### src/rtl/fifo36_arb4_pkg.sv
// Shared fifo36 line layout and merge-arbiter state encoding.
package fifo36_arb4_pkg;

    localparam int unsigned FIFO36_EOF = 33;

    // Line layout: [35:34] occ, [33] EOF, [32] SOF, [31:0] data.
    typedef struct packed {
        logic [1:0]  occ;
        logic        eof;
        logic        sof;
        logic [31:0] data;
    } fifo36_line_t;

    localparam logic ARB_IDLE = 1'b0;
    localparam logic ARB_PKT  = 1'b1;

    typedef enum logic {
        StIdle = ARB_IDLE,
        StPkt  = ARB_PKT
    } arb_state_e;

endpackage

### src/rtl/arb_pick4.sv
// 4-way requester pick: round-robin after 'last', or fixed priority with port 0 highest.
module arb_pick4 (
    input  logic [3:0] req,
    input  logic [1:0] last,
    input  logic       prio,
    output logic [1:0] idx,
    output logic       any
);

    logic [1:0] cand;

    always_comb begin
        idx  = '0;
        any  = |req;
        cand = '0;
        if (prio) begin
            for (int i = 3; i >= 0; i--) begin
                if (req[i]) idx = 2'(i);
            end
        end else begin
            // Scan from farthest to nearest so the first requester after 'last' wins.
            for (int k = 4; k >= 1; k--) begin
                cand = last + 2'(k);
                if (req[cand]) idx = cand;
            end
        end
    end

endmodule

### src/rtl/fifo36_arb4.sv
// Packet-atomic merge of four fifo36 streams onto one output, one packet per grant.
module fifo36_arb4
    import fifo36_arb4_pkg::*;
#(
    parameter int unsigned PRIO    = 0,
    parameter int unsigned EOF_BIT = FIFO36_EOF
) (
    input  logic        clk,
    input  logic        reset,
    input  logic        clear,
    input  logic [3:0]  port_en,
    input  logic [35:0] data0_i,
    input  logic        src0_rdy_i,
    output logic        dst0_rdy_o,
    input  logic [35:0] data1_i,
    input  logic        src1_rdy_i,
    output logic        dst1_rdy_o,
    input  logic [35:0] data2_i,
    input  logic        src2_rdy_i,
    output logic        dst2_rdy_o,
    input  logic [35:0] data3_i,
    input  logic        src3_rdy_i,
    output logic        dst3_rdy_o,
    output logic [35:0] data_o,
    output logic        src_rdy_o,
    input  logic        dst_rdy_i,
    output logic [1:0]  grant_o,
    output logic        busy_o
);

    logic [35:0] data_in [4];
    logic [3:0]  src_rdy_in;
    logic [3:0]  dst_rdy_out;
    arb_state_e  state_q, state_d;
    logic [1:0]  grant_q, grant_d;
    logic [1:0]  last_q, last_d;
    logic [1:0]  pick_idx;
    logic        pick_any;
    logic        xfer;
    logic        line_eof;

    assign data_in[0] = data0_i;
    assign data_in[1] = data1_i;
    assign data_in[2] = data2_i;
    assign data_in[3] = data3_i;
    assign src_rdy_in = {src3_rdy_i, src2_rdy_i, src1_rdy_i, src0_rdy_i};

    assign dst0_rdy_o = dst_rdy_out[0];
    assign dst1_rdy_o = dst_rdy_out[1];
    assign dst2_rdy_o = dst_rdy_out[2];
    assign dst3_rdy_o = dst_rdy_out[3];

    arb_pick4 u_pick (
        .req  (src_rdy_in & port_en),
        .last (last_q),
        .prio (PRIO != 0),
        .idx  (pick_idx),
        .any  (pick_any)
    );

    assign data_o   = data_in[grant_q];
    assign line_eof = data_in[grant_q][EOF_BIT];
    assign grant_o  = grant_q;
    assign busy_o   = (state_q == StPkt);

    always_comb begin
        src_rdy_o   = 1'b0;
        dst_rdy_out = '0;
        xfer        = 1'b0;
        state_d     = state_q;
        grant_d     = grant_q;
        last_d      = last_q;
        unique case (state_q)
            StIdle: begin
                if (pick_any) begin
                    grant_d = pick_idx;
                    state_d = StPkt;
                end
            end
            StPkt: begin
                src_rdy_o            = src_rdy_in[grant_q];
                dst_rdy_out[grant_q] = dst_rdy_i;
                xfer                 = src_rdy_in[grant_q] & dst_rdy_i;
                if (xfer && line_eof) begin
                    last_d  = grant_q;
                    state_d = StIdle;
                end
            end
            default: state_d = StIdle;
        endcase
    end

    // last resets to 3 so round-robin serves port 0 first.
    always_ff @(posedge clk) begin
        if (reset || clear) begin
            state_q <= StIdle;
            grant_q <= 2'd0;
            last_q  <= 2'd3;
        end else begin
            state_q <= state_d;
            grant_q <= grant_d;
            last_q  <= last_d;
        end
    end

endmodule

### config.mk
export PLATFORM = sky130hd
export DESIGN_NAME = fifo36_arb4
export DESIGN_NICKNAME = d
export VERILOG_FILES = /design/src/rtl/fifo36_arb4_pkg.sv /design/src/rtl/arb_pick4.sv /design/src/rtl/fifo36_arb4.sv
export SDC_FILE = /design/constraint.sdc
export NUM_CORES = 1
export LEC_CHECK = 0
export CORE_AREA = 2 2 78 80
export CTS_CLUSTER_SIZE = 10
export DETAILED_ROUTE_END_ITERATION = 10
export DIE_AREA = 0 0 80 82
export DONT_BUFFER_PORTS = 1
export SETUP_SLACK_MARGIN = 0.02
export SYNTH_ARGS = -nofsm -noshare
export SYNTH_HDL_FRONTEND = slang
export SYNTH_SLANG_ARGS = --single-unit
### constraint.sdc
create_clock -name clk -period 1.33 [get_ports clk]
set_input_delay 0.133 -clock clk [delete_from_list [all_inputs] [get_ports clk]]
set_output_delay 0.133 -clock clk [all_outputs]
set_load 0.1 [all_outputs]
== Word level (Yosys, flattened, before mapping) ==
Index checks and enable logic that the tools add are counted.
Word-level totals
  bits in registers: 5
  input port bits: 156
  output and inout bits: 44
  logic and storage cells: 48
Cells by class
  add/subtract/negate cells: 3
  magnitude comparators: 7
  muxes and demuxes: 24
  bitwise gates (word level): 5
  reductions and logical operators: 6
Operator list (number)
  binary-select mux 36 bit (select 2 bit): 1
  two-way mux 36 bit: 2
  < comparator 2 x 3 -> 1 bit (second input constant): 5
  binary-select mux 1 bit (select 2 bit): 5
  two-way mux 1 bit: 9
  bitwise AND 4 bit: 2
  two-way mux 2 bit: 4
  adder 2 bit (second input constant): 2
  two-way mux 4 bit: 1
  AND reduction 2 bit: 2
  OR reduction 4 bit: 1
  greater-or-equal comparator 3 bit (second input constant): 1
  NOT 2 -> 3 bit: 1
  adder 2 x 1 -> 2 bit (second input constant): 1
  demux 1 bit (select 2 bit): 1
  greater-or-equal comparator 2 x 1 -> 1 bit (second input constant): 1
  logical AND 1 bit: 2
  case mux 1 bit (2 select lines): 1
  bitwise AND 1 bit: 1
  logical OR 1 bit: 1
  NOT 1 bit: 1

== Longest topological paths before layout ==
Gate-level depths: netlist (run 1).
  word-level depth: 7
  gate-level depth with buffers: 6
  mapped depth without buffers: 4

== Modules after synthesis ==
A second synthesis (run 1) with hierarchy kept.
Second synthesis, totals
  cells, all modules: 96
  area, all modules: 1262.5 µm²
By module, submodules not included
  fifo36_arb4: instances 1, cells an instance 81, area each 1166.1 µm², seq. area each 100.1 µm²
  arb_pick4: instances 1, cells an instance 15, area each 96.3 µm², seq. area each 0.0 µm²

== Least setup slack after synthesis (run 1) ==
OpenSTA, ideal clock, no wires.
  path kind: register to output
  start: reg grant_q[1], in the netlist grant_o[1]
  end: out dst2_rdy_o
  arrival time: 3.707 ns
  required time: 1.197 ns
  setup slack: -2.510 ns
  cell stages (with the launch flop): 5
  path buffers: 2
  path through: dfxtp_1 > clkbuf_1 > clkbuf_1 > inv_1 > nor3_1
Between the ends
  word-level cells in the longest chain between the ends: 6
  elaborated cells on any way between the ends: 7
  those cells by class: order compare (2); mux (3); bitwise (1); reduce/logical (1)
RTL lines
  start: declaration: line fifo36_arb4.sv:35  | logic [1:0] grant_q, grant_d;
  start signal: assignment: line fifo36_arb4.sv:101  | grant_q <= grant_d;
  < comparator 2 x 3 -> 1 bit (not written as such) / greater-or-equal comparator 2 x 1 -> 1 bit (equally long branches): line fifo36_arb4.sv:82  | dst_rdy_out[grant_q] = dst_rdy_i;
  logical AND 1 bit (not written as such): line fifo36_arb4.sv:82
  two-way mux 1 bit (not written as such): line fifo36_arb4.sv:82
  demux 1 bit (select 2 bit) (*): line fifo36_arb4.sv:82
  bitwise AND 4 bit (no line) (*)
  two-way mux 4 bit (*): line fifo36_arb4.sv:73  | unique case (state_q)
  end: declaration: line fifo36_arb4.sv:20  | output logic dst2_rdy_o,
Mark *: on every way between the ends. The rest lies on a longest branch, timed or not.

== Worst setup path after layout (run 1) ==
  start: reg grant_q[0], in the netlist grant_o[0]
  end: out data_o[23]
Between the ends
  word-level cells in the longest chain between the ends: 4
RTL lines
  NOT 2 -> 3 bit (not written as such): line fifo36_arb4.sv:61  | assign data_o = data_in[grant_q];
  binary-select mux 36 bit (select 2 bit): line fifo36_arb4.sv:61
  two-way mux 36 bit (2 in a row)
  end: declaration: line fifo36_arb4.sv:24  | output logic [35:0] data_o,
No other way between the ends. The select of a mux whose other input is x is not followed.

==> impl_metrics.ini, run 1 <==
[timing]
final-setup-viol-count = 44
max_freq_mhz = 586
setup-tns-final_ns = -13.95
hold_slack_ns = 0.0860
grt_setup_unrepaired = yes
finalCriticalPeriod_ns = 1.71
max-slew-margin-rel_pct = 78.9
final_hold_viol_count = 0
tightest_slew_ns = 0.316
setup_ws_ns = -0.375
period_share_pct = 128
finClkSkew_ns = 0.000235
slew_violations = 0

[final_layout]
drive_gt1_share_pct = 75.3
layout_commonest_cell = buf_12
syn2layout_area_growth_pct = 85.8
layout_common_cells = buf_12, mux4_2, buf_4
layout.nets = 307
finalCoreUtilization_pct = 42.2
antenna_cells = 0
stdcell_count = 225

[synthesis]
synthesis.instances = 97
synth_cell_types = 28
synth_area_um2 = 1310
synth_seq_cells = 5
yosysWarnings = 0
async_flop_share_pct = 0
ys_seq_area_share_pct = 7.67
synth.avg_cell_area_um2 = 13.5
synthFlopType = dfxtp_1
synth_edf_count = 0
syn_nets = 253

[worst_setup_path]
worstPathArrival_ns = 1.57
worst_path_most_repeated_cell = buf_12
rrSetupSlack_ns = -0.24
cp_max_fo = 20
worstRegToRegCells = 6
crit_type = flip-flop to output pin
cpPeakStageDelay_ns = 0.57
timing.rr.end = busy_o$_SDFF_PP0_
slowest_stage = mux4_2
start_kind = flip-flop
path_cells = buf_12 > mux4_2 > buf_12
worst-path-buf-inv = 2
critPathCaptureType = output pin
cp.required_ns = 1.20
critical_path.top_delay_family = multiplexers
reg2reg_from = grant_o[0]$_SDFFE_PP0P_

[detailed_routing]
drt-total-wl_mm = 6.50
ant_nets = 0
drc = 0
first_pass_iters = 5
via_per_inst = 5.78
vias = 1301
drtIter0Drc = 56
wl_per_cell_um = 28.9

[floorplanning]
initial_core_util_pct = 22.7
top_level_ports = 200
rows = 28
die_y_um = 82
fp.dieW_um = 80
core_area_um2 = 5750
dieArea_um2 = 6560

[global_route]
grt_overflow = 0
busiest_layer = met2
grt_first_pass_wirelength_mm = 8.71
antenna_found_initial = 0
grtUsageMet3_pct = 4.73
grt_pass1_vias = 1422
gr-usage-met1_pct = 19.1
grt_start_max_net_pins = 21
grt_use_total_pct = 17.9
met2_usage_pct = 34.2

[clock_tree]
path_clk_slew_ns = 0.04
tritoncts = yes
clkSinkCount = 5
insertion_delay_ns = 0.22
cts_buffers = 3
hold_buffers = 0
clockBufferDepth = 2
clock_tree.root_cell = clkbuf_8
htreeDepth = 1

[pwr]
p_int_w = 0.00110
pwr-share-comb_pct = 81.3
clkPwrFrac_pct = 11.8
p_total_w = 0.00245
p_leak_nw = 0.850
switching_power_w = 0.00135
ir_drop_v = 0.000423
seqPwrFrac_pct = 6.9
p_sw_share_pct = 55.0
pwr_density_cell_nw_per_um2 = 1010

[hold_path]
hp-start = reset
hold_end = last_q[0]$_SDFFE_PP1P_
worstHoldPathType = input port to flip-flop
min_path_cells = 2

[run_status]
violations = setup timing
status = finished, violations left

[placement]
place_inst = 213
dpl.hpwl_mm = 5.82
io_buffers = 0
place.gp.congestion = 0.818

[run]
drv_cap = 0
[through the flow]
step | setup WS [ns] | area [um2]
6_report | -0.375 | 2420
5_1_grt | -0.420 | 2420
4_1_cts | -0.398 | 2380
3_5_place_dp | -0.171 | 2270
3_3_place_gp | -0.146 | 2270
2_1_floorplan | -0.553 | 1370
[power groups by stage]
stage          combinational, W  sequential (W)  clock [W]
6_report                0.00199        0.000168   0.000289
5_1_grt                 0.00203        0.000170   0.000307
4_1_cts                 0.00199        0.000169   0.000296
3_5_place_dp            0.00195        0.000171          0
3_3_place_gp            0.00192        0.000171          0
2_1_floorplan           0.00129        0.000205          0
[logic make-up (layout without fill, tap and decap cells)]
| kind of cell | after synthesis | after routing | share of synthesized area [%] |
|---|---|---|---|
| mux | 39 | 39 | 68.0 |
| compound gates | 17 | 17 | 8.92 |
| simple gates | 24 | 24 | 9.01 |
| flops | 5 | 5 | 7.67 |
| buf+inv | 12 | 65 | 6.42 |
[worst max path at each step]
stage / start / cells past startpoint / end
6_report: grant_o[0]$_SDFFE_PP0P_ / 3 / data_o[23]
5_1_grt: grant_o[0]$_SDFFE_PP0P_ / 3 / data_o[23]
4_1_cts: grant_o[0]$_SDFFE_PP0P_ / 3 / data_o[23]
3_5_place_dp: grant_o[0]$_SDFFE_PP0P_ / 3 / data_o[32]
3_3_place_gp: grant_o[0]$_SDFFE_PP0P_ / 3 / data_o[6]
2_1_floorplan: grant_o[0]$_SDFFE_PP0P_ / 4 / data_o[14]
[cell usage after synthesis (2+ instances only)]
cell type | instances | area [um2]
nor3_1 | 2 | 10.0
a31oi_1 | 2 | 12.5
o211ai_1 | 2 | 15.0
buf_2 | 3 | 15.0
nand3_1 | 5 | 25.0
nor2_1 | 4 | 15.0
buf_6 | 2 | 22.5
mux4_1 | 9 | 236
dfxtp_1 | 5 | 100
nand2_1 | 9 | 33.8
a21oi_1 | 3 | 15.0
mux4_2 | 28 | 631
mux2i_1 | 2 | 20.0
o21ai_0 | 4 | 20.0
clkbuf_1 | 4 | 15.0
[area by class of cell]
cell class | count | area [um2]
repair buffers | 60 | 1020
well taps | 75 | 93.8
flip-flops and latches | 5 | 111
clock buffers | 4 | 45.0
inverters | 1 | 3.75
fillers | 542 | 3320
multi-input cells | 80 | 1150
[state kept, by name, indices dropped and copies added, names as in the netlist]
name / cells
grant_o: 2
last_q: 2
busy_o: 1
[timing repair]
item | CTS | global route
gates cloned | 0 | 0
gates resized for setup | 9 | 3
setup buffers | 4 | 4
pin swaps | 2 | 3
endpoints found under the setup margin | 44 | 44
[routing by layer]
layer	vias to the layer above	wire length (um)
met2	92	3640
met5	-	0
met4	0	186
li1	539	-
met3	20	632
met1	650	2040
Note: power is estimated with default switching activity, not from simulation.
==> run 2, diff against run 1 <==
SKIP_CTS_REPAIR_TIMING = 1   (was not set)
==> run 2 against run 1 <==
Compared with the run above:
- the flow still finishes with violations (setup timing)
- non-clock buffer count is 4 higher
- sequential cell count stayed put
- largest power group unchanged
- via count increased by 1.8%
- register-to-register slack hardly changed
- clock skew is essentially flat
- maximum frequency is 2.7% lower
- clock power is essentially flat
- final cell count increased by 1.8%
- utilization rose by 0.94 points
- critical path type unchanged
- setup slack lost 0.047 ns
- power rose by 0.99%
- global-route usage fell by 0.30 points
==> impl_metrics.ini, run 2 (synthesis results as in run 1) <==
[run_status]
status = finished, violations left
violations = setup timing

[pwr]
clkPwrFrac_pct = 11.7
p_int_w = 0.00112
ir_drop_v = 0.000424
switching_power_w = 0.00136
pwr_density_cell_nw_per_um2 = 998
p_leak_nw = 0.879
pwr-share-comb_pct = 81.5
p_sw_share_pct = 54.8
seqPwrFrac_pct = 6.8

[clock_tree]
clkSinkCount = 5
clock_tree.root_cell = clkbuf_8
clockBufferDepth = 2
htreeDepth = 1
insertion_delay_ns = 0.22
tritoncts = yes
cts_buffers = 3
path_clk_slew_ns = 0.04

[timing]
final-setup-viol-count = 44
setup_ws_ns = -0.422
tightest_slew_ns = 0.316
finClkSkew_ns = 0.000104
max-slew-margin-rel_pct = 78.9
finalCriticalPeriod_ns = 1.75
period_share_pct = 132
grt_setup_unrepaired = yes
slew_violations = 0
max_freq_mhz = 571
final_hold_viol_count = 0

[final_layout]
layout.nets = 311
syn2layout_area_growth_pct = 89.9
finalCoreUtilization_pct = 43.1
layout_common_cells = buf_12, mux4_2, buf_4
drive_gt1_share_pct = 74.7
layout_commonest_cell = buf_12
antenna_cells = 0
fillers = 537

[floorplanning]
initial_core_util_pct = 22.7
rows = 28
core_area_um2 = 5750
fp.dieW_um = 80
top_level_ports = 200
die_y_um = 82
dieArea_um2 = 6560

[worst_setup_path]
cp_max_fo = 5
worst-path-buf-inv = 3
worstPathArrival_ns = 1.62
crit_type = flip-flop to output pin
critPathCaptureType = output pin
slowest_stage = mux4_2
cpPeakStageDelay_ns = 0.54
path_cells = buf_6 > clkbuf_16 > mux4_2 > buf_12
critical_path.top_delay_family = multiplexers
start_kind = flip-flop
rrSetupSlack_ns = -0.23
cp.required_ns = 1.20

[global_route]
grt_pass1_vias = 1396
grt_use_total_pct = 17.6
grt_overflow = 0
grt_start_max_net_pins = 21
antenna_found_initial = 0
grt_first_pass_wirelength_mm = 8.57

[hold_path]
worstHoldPathType = input port to flip-flop

[detailed_routing]
ant_nets = 0
drc = 0
wl_per_cell_um = 29.9
vias = 1324
drt-total-wl_mm = 6.85
first_pass_iters = 4
drtIter0Drc = 52
via_per_inst = 5.78

[placement]
post-place-ws_ns = -0.171
dpl.hpwl_mm = 5.82
io_buffers = 0
place.gp.congestion = 0.818

[run]
drv_cap = 0
## run 2: changes by cell type in the layout (fill, tap and decap cells not counted), sizes merged
cell | previous run | this run
buf | 60 | 63
clkbuf | 4 | 5
## run 2: worst paths after layout
path                                              start                      to  depth (start not counted)
worst max-delay path            grant_o[0]$_SDFFE_PP0P_               data_o[9]                          4
worst max register to register  grant_o[0]$_SDFFE_PP0P_       busy_o$_SDFF_PP0_                          5
worst min register to register   last_q[0]$_SDFFE_PP1P_  last_q[0]$_SDFFE_PP1P_                          2
worst min-delay path                              reset  last_q[0]$_SDFFE_PP1P_                          2
## run 2: per-stage QoR
stage	instance area [um2]	TNS, ns	total power (W)	cells	hold WS (ns)
finish	2480	-15.20	0.00247	229	0.0858
global route	2480	-17.25	0.00253	229	0.109
CTS	2310	-14.96	0.00242	217	0.0860
detailed placement	2270	-5.47	0.00213	213	0.313
global placement	2270	-4.71	0.00210	213	0.316
floorplan	1370	-20.15	0.00149	97	0.269
## run 2: worst register-to-register path: cells and delay by family (launching register included)
family	cells	cell delay, ns
multiplexers	1	0.53
flip-flops	1	0.39
buffers and inverters	2	0.30
AO/OA/AOI/OAI	1	0.18
AND/OR/NAND/NOR	1	0.10
## run 2: power by group through the flow
stage,sequential [W],combinational [W],clock [W]
2_1_floorplan,0.000205,0.00129,0
3_5_place_dp,0.000171,0.00195,0
4_1_cts,0.000169,0.00196,0.000296
5_1_grt,0.000170,0.00206,0.000307
3_3_place_gp,0.000171,0.00192,0
6_report,0.000169,0.00202,0.000289
## run 2: layout make-up
| cell class | count | area [um2] | share of cell area [%] |
|---|---|---|---|
| sequential | 5 | 111 | 4.49 |
| multi-input combinational | 80 | 1140 | 46.0 |
| clock buffer | 4 | 45.0 | 1.82 |
| inverter | 1 | 3.75 | 0.151 |
| timing repair buffer | 64 | 1080 | 43.7 |
| tap | 75 | 93.8 | 3.79 |
## run 2: routing by layer
metal  wire, um  track usage, %  vias to the layer above
met5          0               0                        -
met4        183            5.76                        0
met3        623            4.73                       16
met2       3860            33.2                       95
met1       2190            18.9                      664
li1           -               -                      549
